[src/rtl/next_pc_unit.sv]
// Next-PC selection with a circular return-address stack for JAL/RET.
// Chooses between hold, branch, jump/return and sequential, and latches a halt.
`timescale 1ns/1ps
module next_pc_unit #(
  parameter int              PC_W      = 16,
  parameter int              RAS_DEPTH = 4,
  parameter logic [PC_W-1:0] RESET_PC  = '0
) (
  input  logic            clk,
  input  logic            reset,
  input  logic [1:0]      Type,
  input  logic [4:0]      OPCode,
  input  logic            Zero,
  input  logic            Stall,
  input  logic            Stop,
  input  logic [PC_W-1:0] branch_target,
  input  logic [PC_W-1:0] jump_target,
  output logic [PC_W-1:0] pc,
  output logic [1:0]      PcSrc,
  output logic            halted,
  output logic            ras_empty,
  output logic            ras_full,
  output logic            ras_overflow,
  output logic            ras_underflow
);

  localparam int PTR_W = (RAS_DEPTH > 1) ? $clog2(RAS_DEPTH) : 1;
  localparam int CNT_W = $clog2(RAS_DEPTH + 1);

  localparam logic [PC_W-1:0]  PC_ONE  = PC_W'(1);
  localparam logic [PTR_W-1:0] PTR_ONE = PTR_W'(1);
  localparam logic [CNT_W-1:0] CNT_ONE = CNT_W'(1);
  localparam logic [CNT_W-1:0] DEPTH_C = CNT_W'(RAS_DEPTH);

  localparam logic [1:0] TY_R      = 2'b00;
  localparam logic [1:0] TY_JUMP   = 2'b01;
  localparam logic [1:0] TY_BRANCH = 2'b10;

  localparam logic [4:0] OP_J   = 5'b00000;
  localparam logic [4:0] OP_JAL = 5'b00001;
  localparam logic [4:0] OP_RET = 5'b00011;
  localparam logic [4:0] OP_BEQ = 5'b00100;
  localparam logic [4:0] OP_BNE = 5'b00101;

  localparam logic [1:0] SRC_HOLD   = 2'b00;
  localparam logic [1:0] SRC_BRANCH = 2'b01;
  localparam logic [1:0] SRC_JUMP   = 2'b10;
  localparam logic [1:0] SRC_SEQ    = 2'b11;

  logic [PC_W-1:0]  pc_q, pc_d;
  logic [PTR_W-1:0] wr_ptr_q, wr_ptr_d;
  logic [CNT_W-1:0] cnt_q, cnt_d;
  logic             halted_q, halted_d;
  logic             ovf_q, ovf_d;
  logic             unf_q, unf_d;
  logic [PC_W-1:0]  ras_q [RAS_DEPTH];

  logic [PC_W-1:0]  pc_inc;
  logic [PTR_W-1:0] rd_ptr;
  logic             empty, full;
  logic             is_beq, is_bne, is_j, is_jal, is_ret;
  logic             push;
  logic [1:0]       src;

  assign pc_inc = pc_q + PC_ONE;
  // wr_ptr_q points at the next free slot, so the top of stack sits one below it.
  assign rd_ptr = wr_ptr_q - PTR_ONE;
  assign empty  = (cnt_q == '0);
  assign full   = (cnt_q == DEPTH_C);

  assign is_beq = (Type == TY_BRANCH) && (OPCode == OP_BEQ);
  assign is_bne = (Type == TY_BRANCH) && (OPCode == OP_BNE);
  assign is_j   = (Type == TY_JUMP)   && (OPCode == OP_J);
  assign is_jal = (Type == TY_JUMP)   && (OPCode == OP_JAL);
  assign is_ret = (Type == TY_R)      && (OPCode == OP_RET);

  always_comb begin
    src      = SRC_HOLD;
    pc_d     = pc_q;
    wr_ptr_d = wr_ptr_q;
    cnt_d    = cnt_q;
    halted_d = halted_q;
    ovf_d    = ovf_q;
    unf_d    = unf_q;
    push     = 1'b0;
    if (reset) begin
      src = SRC_HOLD;
    end else if (halted_q || Stop) begin
      halted_d = 1'b1;
    end else if (Stall) begin
      src = SRC_HOLD;
    end else if ((is_beq && Zero) || (is_bne && !Zero)) begin
      src  = SRC_BRANCH;
      pc_d = branch_target;
    end else if (is_j) begin
      src  = SRC_JUMP;
      pc_d = jump_target;
    end else if (is_jal) begin
      src      = SRC_JUMP;
      pc_d     = jump_target;
      push     = 1'b1;
      wr_ptr_d = wr_ptr_q + PTR_ONE;
      // A full stack drops its oldest entry: the circular write lands on it.
      if (full) begin
        ovf_d = 1'b1;
      end else begin
        cnt_d = cnt_q + CNT_ONE;
      end
    end else if (is_ret && !empty) begin
      src      = SRC_JUMP;
      pc_d     = ras_q[rd_ptr];
      wr_ptr_d = rd_ptr;
      cnt_d    = cnt_q - CNT_ONE;
    end else begin
      src  = SRC_SEQ;
      pc_d = pc_inc;
      if (is_ret) begin
        unf_d = 1'b1;
      end
    end
  end

  always_ff @(posedge clk or posedge reset) begin
    if (reset) begin
      pc_q     <= RESET_PC;
      wr_ptr_q <= '0;
      cnt_q    <= '0;
      halted_q <= 1'b0;
      ovf_q    <= 1'b0;
      unf_q    <= 1'b0;
    end else begin
      pc_q     <= pc_d;
      wr_ptr_q <= wr_ptr_d;
      cnt_q    <= cnt_d;
      halted_q <= halted_d;
      ovf_q    <= ovf_d;
      unf_q    <= unf_d;
    end
  end

  // Entry storage carries no reset; count and pointer alone define validity.
  always_ff @(posedge clk) begin
    if (push) begin
      ras_q[wr_ptr_q] <= pc_inc;
    end
  end

  assign pc            = pc_q;
  assign PcSrc         = src;
  assign halted        = halted_q;
  assign ras_empty     = empty;
  assign ras_full      = full;
  assign ras_overflow  = ovf_q;
  assign ras_underflow = unf_q;

endmodule

[config.mk]
export PLATFORM = sky130hd
export DESIGN_NAME = next_pc_unit
export DESIGN_NICKNAME = d
export VERILOG_FILES = /design/src/rtl/next_pc_unit.sv
export SDC_FILE = /design/constraint.sdc
export NUM_CORES = 1
export LEC_CHECK = 0
export ABC_AREA = 1
export CAP_MARGIN = 20
export CORE_MARGIN = 8
export CORE_UTILIZATION = 45
export CTS_CLUSTER_SIZE = 24
export DETAILED_ROUTE_END_ITERATION = 8
export GPL_TIMING_DRIVEN = 1
export PLACE_DENSITY = 0.7
export SETUP_SLACK_MARGIN = 0.1
export SKIP_LAST_GASP = 1
export SYNTH_ARGS = -nofsm -noshare
export SYNTH_HDL_FRONTEND = slang
export SYNTH_SLANG_ARGS = --single-unit
[constraint.sdc]
create_clock -name clk -period 2.1 [get_ports clk]
set_input_delay 0.315 -clock clk [delete_from_list [all_inputs] [get_ports clk]]
set_output_delay 0.315 -clock clk [all_outputs]
set_load 0.02 [all_outputs]
-- After elaboration in Yosys (flattened, before gate mapping)
Memory sizes are Yosys's and may differ from the RTL's.
Cells that the tools add are included.
- register bits after elaboration: 24
- RAM bits: 64
- output and inout bits: 23
- memories kept: 1
- add/subtract/negate cells: 5
- equality and inequality tests: 8
- multiplexer cells: 24
- bitwise logic cells: 7
- reduce and logical (&&, ||, !) cells: 22
- memory list (name ; depth ; width ; rd ports ; clocked after Yosys merged registers in ; wr ports ; RTL line ; text):
    ras_q ; 4 ; 16 ; 1 ; 0 ; 1 ; 56 ; logic [PC_W-1:0] ras_q [RAS_DEPTH];
- operator list (cell ; number):
    16-bit two-way mux ; 4
    16-bit by 1-bit adder with 16-bit output (second input constant) ; 1
    7-bit AND reduction ; 2
    2-bit two-way mux ; 6
    1-bit two-way mux ; 11
    5-bit by 3-bit equality test with 1-bit output (second input constant) ; 2
    3-bit two-way mux ; 3
    1-bit logical AND ; 8
    8-bit AND reduction ; 1
    1-bit NOT ; 7
    6-bit AND reduction ; 1
    5-bit by 1-bit equality test with 1-bit output (second input constant) ; 1
    5-bit by 2-bit equality test with 1-bit output (second input constant) ; 1
    5-bit zero test ; 1
    3-bit by 1-bit adder with 3-bit output (second input constant) ; 1
    3-bit equality test (second input constant) ; 1
    3-bit zero test ; 1
    3-bit AND reduction ; 1
    3-bit by 1-bit subtractor with 3-bit output (second input constant) ; 1
    2-bit by 1-bit adder with 2-bit output (second input constant) ; 1
    2-bit by 1-bit equality test with 1-bit output (second input constant) ; 1
    2-bit equality test (second input constant) ; 1
    1-bit zero test ; 2
    2-bit zero test ; 1
    5 further kinds ; 6

-- Longest topological paths before layout
- depth in word-level cells: 10
- gate-level depth with buffers: 15
- gate-level depth less buffers: 12

-- Least setup slack after synthesis
Ideal clock, no wire load.
- kind: in2reg
- start point: input reset
- end point: memory ras_q[0][0], enable pin
- arrival time: 2.462 ns
- data required time: 1.711 ns
- slack: -0.751 ns
- cell stages on the path: 5
- buffers on the path: 0
- cells stage by stage: inv_1 -> nand3_1 -> nor2_2 -> nand2_1 -> nor2_1
- word-level cells in the longest chain between the ends: 3
- RTL lines (item ; RTL line ; text):
    from (decl) ; 10 ; input logic reset,
    1-bit two-way mux ; 86 ; if (reset) begin
    1-bit two-way mux ; 143 ; if (push) begin
    1-bit two-way mux (not written as such) ; 144 ; ras_q[wr_ptr_q] <= pc_inc;
    to (decl) ; 56 ;
Every way passes these cells.

-- Worst setup path in the final report
- start point: input OPCode[1]
- end point: output PcSrc[1]
- word-level cells in the longest chain between the ends: 8
- elaborated cells between the ends (all ways): 11
- RTL lines (item ; RTL line ; text):
    from (decl) ; 12 ; input logic [4:0] OPCode,
    5-bit by 3-bit equality test with 1-bit output (on tied branches) ; 71, 72 ;
    1-bit logical AND (on tied branches) ; 71, 72 ;
    1-bit logical AND ; 92 ; end else if ((is_beq && Zero) || (is_bne && !Zero)) begin
    1-bit logical OR (*) ; 92 ;
    2-bit two-way mux (*) ; 92 ;
    2-bit two-way mux (*) ; 90 ; end else if (Stall) begin
    2-bit two-way mux (*) ; 88 ; end else if (halted_q || Stop) begin
    2-bit two-way mux (*) ; 86 ;
    to (decl) ; 19 ; output logic [1:0] PcSrc,
Every way passes the cells marked *; elsewhere a longest branch is shown, timed or not.

==> impl_metrics.toml <==
[outcome]
status = "finished, final reports clean"

[cells_and_area]
drive_above_1_share_pct = 11.2
fin_area_sq_mm = 0.00614
synthToLayoutAreaGrowth_pct = 27.9
n_antenna_cell = 0
stdcell_count = 842
mostFrequentLayoutCell = "nand2_1"
nFillCells = 901
mostFrequentLayoutCells = "nand2_1 (201), nor2_1 (98), inv_1 (73)"
nNetsFinal = 751

[worst_setup_path]
path_max_fanout = 3
worstPathRequired_ns = 1.78
cpMaxStageDelayCell = "clkdlybuf4s50_1"
worst-r2r-setup-slack_ns = 0.24
worstSetupPathDepth = 7
cp-endpoint = "PcSrc[1]"
startpoint = "OPCode[1]"
rr_endpoint = "pc[2]"
cp.arrival_ns = 1.60
worst-path-buf-inv = 4
crit_family = "buffers and inverters"
critical-path-max-stage-delay_ns = 0.43
r2r_start = "wr_ptr_q[1]"
critical_path_class = "in -> out"
endpoint_kind = "output port"
worstPathCellList = "clkdlybuf4s50_1 -> buf_4 -> inv_1 -> nand4_1 -> nor2_2 -> nor2_4 -> clkdlybuf4s15_1"
crit_path_start_kind = "input port"
r2r_cells = 10

[global_routing]
antenna_found_initial = 0
grt_use_total_pct = 17.5
grt_pass1_vias = 4088
grt_max_degree = 36
grt_pass1_wl_mm = 20.1
overflow = 0

[synth]
synth_edf_count = 64
synth_cells = 608
yosysTopAreaCell = "edfxtp_1"
synth-seq-cells = 88
syn_area_per_cell_sq_um = 7.90
synthDistinctLibCells = 31
synth_area_sq_mm = 0.00480
synth-seq-area-share_pct = 52.5
synth_warnings = 0
synth_nets = 658
synthTopCellsByArea = "edfxtp_1 (40%), nand2_1 (16%), dfrtp_1 (13%)"
synthFlopType = "edfxtp_1"
synthDominantCellAreaShare_pct = 40.0
synthArstFlopShare_pct = 27.3

[route]
wl_per_cell_um = 14.6
postRouteAntennaNets = 0
drt_iter0_drc = 224
drt_first_pass_iters = 4
wl_mm = 12.3
via_count = 4156
drc = 0
vias_per_cell = 4.94

[floorplan]
io_pins = 67
fp.dieW_um = 119
die_area_sq_mm = 0.0142
fp.dieH_um = 119
coreArea_sq_mm = 0.0103
initial_core_util_pct = 46.5
row_count = 37

[timing]
timing.final.crit_period_ns = 1.92
fmax_mhz = 522
worst_pin_slew_ns = 0.374
fin_skew_ns = 0.00991
timing.hold.ws_ns = 0.385
rsz0062_at_grt = "no"
setup_viol = 0
finalMaxSlewViolations = 0
slew_headroom_pct = 75.0
finalHoldViolations = 0
min_period_over_period_pct = 91.3
tns_ns = 0

[placed_design]
placed_cell_area_sq_mm = 0.00591
gp_congestion = 0.955
portBuffers = 66
placedCellCount = 826
dp_hpwl_mm = 9.03

[power_and_ir_drop]
power_mw = 3.33
p_per_area_mw_per_mm2 = 542
p_leak_nw = 2.84
vdd_drop_max_mv = 0.397

[clocking]
clock_latency_ns = 0.36
root_buffer = "clkbuf_8"
cts_tree = "done"
cts_hold_buffers = 0
cts-htree-levels = 3
cts_setup_buffers = 0
cts_buffers = 9
clk_pin_slew_ns = 0.10
cts_num_sinks = 88
clock_path_buffers = 2

[job]
max_cap_viol_count = 0

[min_path]
hp-class = "in -> async"
[through the flow]
step           setup slack, ns  util (%)
2_1_floorplan            0.108         -
3_3_place_gp            -0.161      57.3
3_5_place_dp            -0.227      57.3
4_1_cts                 0.0575      59.5
5_1_grt                  0.120      59.5
6_report                 0.183      59.5
[logic make-up after synthesis]
| group | synth area share, % |
|---|---|
| xor+xnor | 1.64 |
| flops | 52.5 |
| buf+inv | 8.62 |
| simple gates | 32.3 |
| fa+ha+maj | 1.56 |
| compound gates | 3.31 |
[synth_stat cells, types with 2 or more instances]
cell type	count
buf_6	2
nand3b_1	2
ha_1	6
xnor2_1	3
nand4_1	6
edfxtp_1	64
dfrtp_1	24
nor2_2	3
o21ai_0	20
nor2_1	103
inv_2	6
clkbuf_1	4
o21ai_1	2
a31o_2	2
nand2_1	202
a21oi_1	2
nand3_1	53
buf_2	12
o22ai_1	2
xor2_1	6
inv_1	74
[layout make-up]
cell class,instances,area (sq um),share of cell area [%]
flip-flops and latches,88,2520,41.1
clock inverters,7,103,1.67
well taps,136,170,2.77
multi-input cells,420,1920,31.2
inverters,81,313,5.09
repair buffers,101,992,16.2
clock buffers,9,124,2.02
[sequential cells by signal, indices dropped and copies added, names as in the netlist]
name and flops:
cnt_q 3, halted 1, pc 16, ras_overflow 1, ras_q 64, ras_underflow 1
wr_ptr_q 2
[where the power goes]
group | internal [mW] | total, mW | leakage [nW] | switching, mW
combinational | 0.0952 | 0.159 | 1.70 | 0.0633
clock | 0.682 | 1.33 | 0.104 | 0.643
sequential | 1.84 | 1.84 | 1.04 | 0
total | 2.62 | 3.33 | 2.84 | 0.706
[worst min-delay path by stage]
stage	startpoint	end	slack (ns)	depth (start not counted)
2_1_floorplan	reset	cnt_q[0]	0.21	1
3_5_place_dp	ras_underflow	ras_underflow	0.47	1
3_3_place_gp	ras_underflow	ras_underflow	0.47	1
6_report	reset	halted	0.38	3
4_1_cts	reset	halted	0.39	3
5_1_grt	reset	halted	0.42	3
[worst reg2reg max path, stage by stage, from the launching register on]
cell and delay [ns]:
dfrtp_1 0.42, inv_1 0.08, ha_1 0.31, inv_2 0.30, nand3_1 0.13, nand2_1 0.15
nand3_1 0.09, nand3_1 0.11, nand2_1 0.06, nand2_1 0.05, nand2_1 0.04
[metal layers]
metal | vias to the layer above | track usage, % | wire [um]
met3 | 13 | 2.55 | 628
met1 | 1929 | 23.1 | 5720
met4 | 0 | 6.32 | 163
li1 | 2096 | - | -
met2 | 118 | 28.6 | 5800
met5 | - | 0 | 0
[repair_timing]
action | CTS | global route
pin swaps | 1 | 1
gates resized for setup | 5 | 9
setup endpoints to repair | 4 | 4
(Power assumes the default switching activity.)
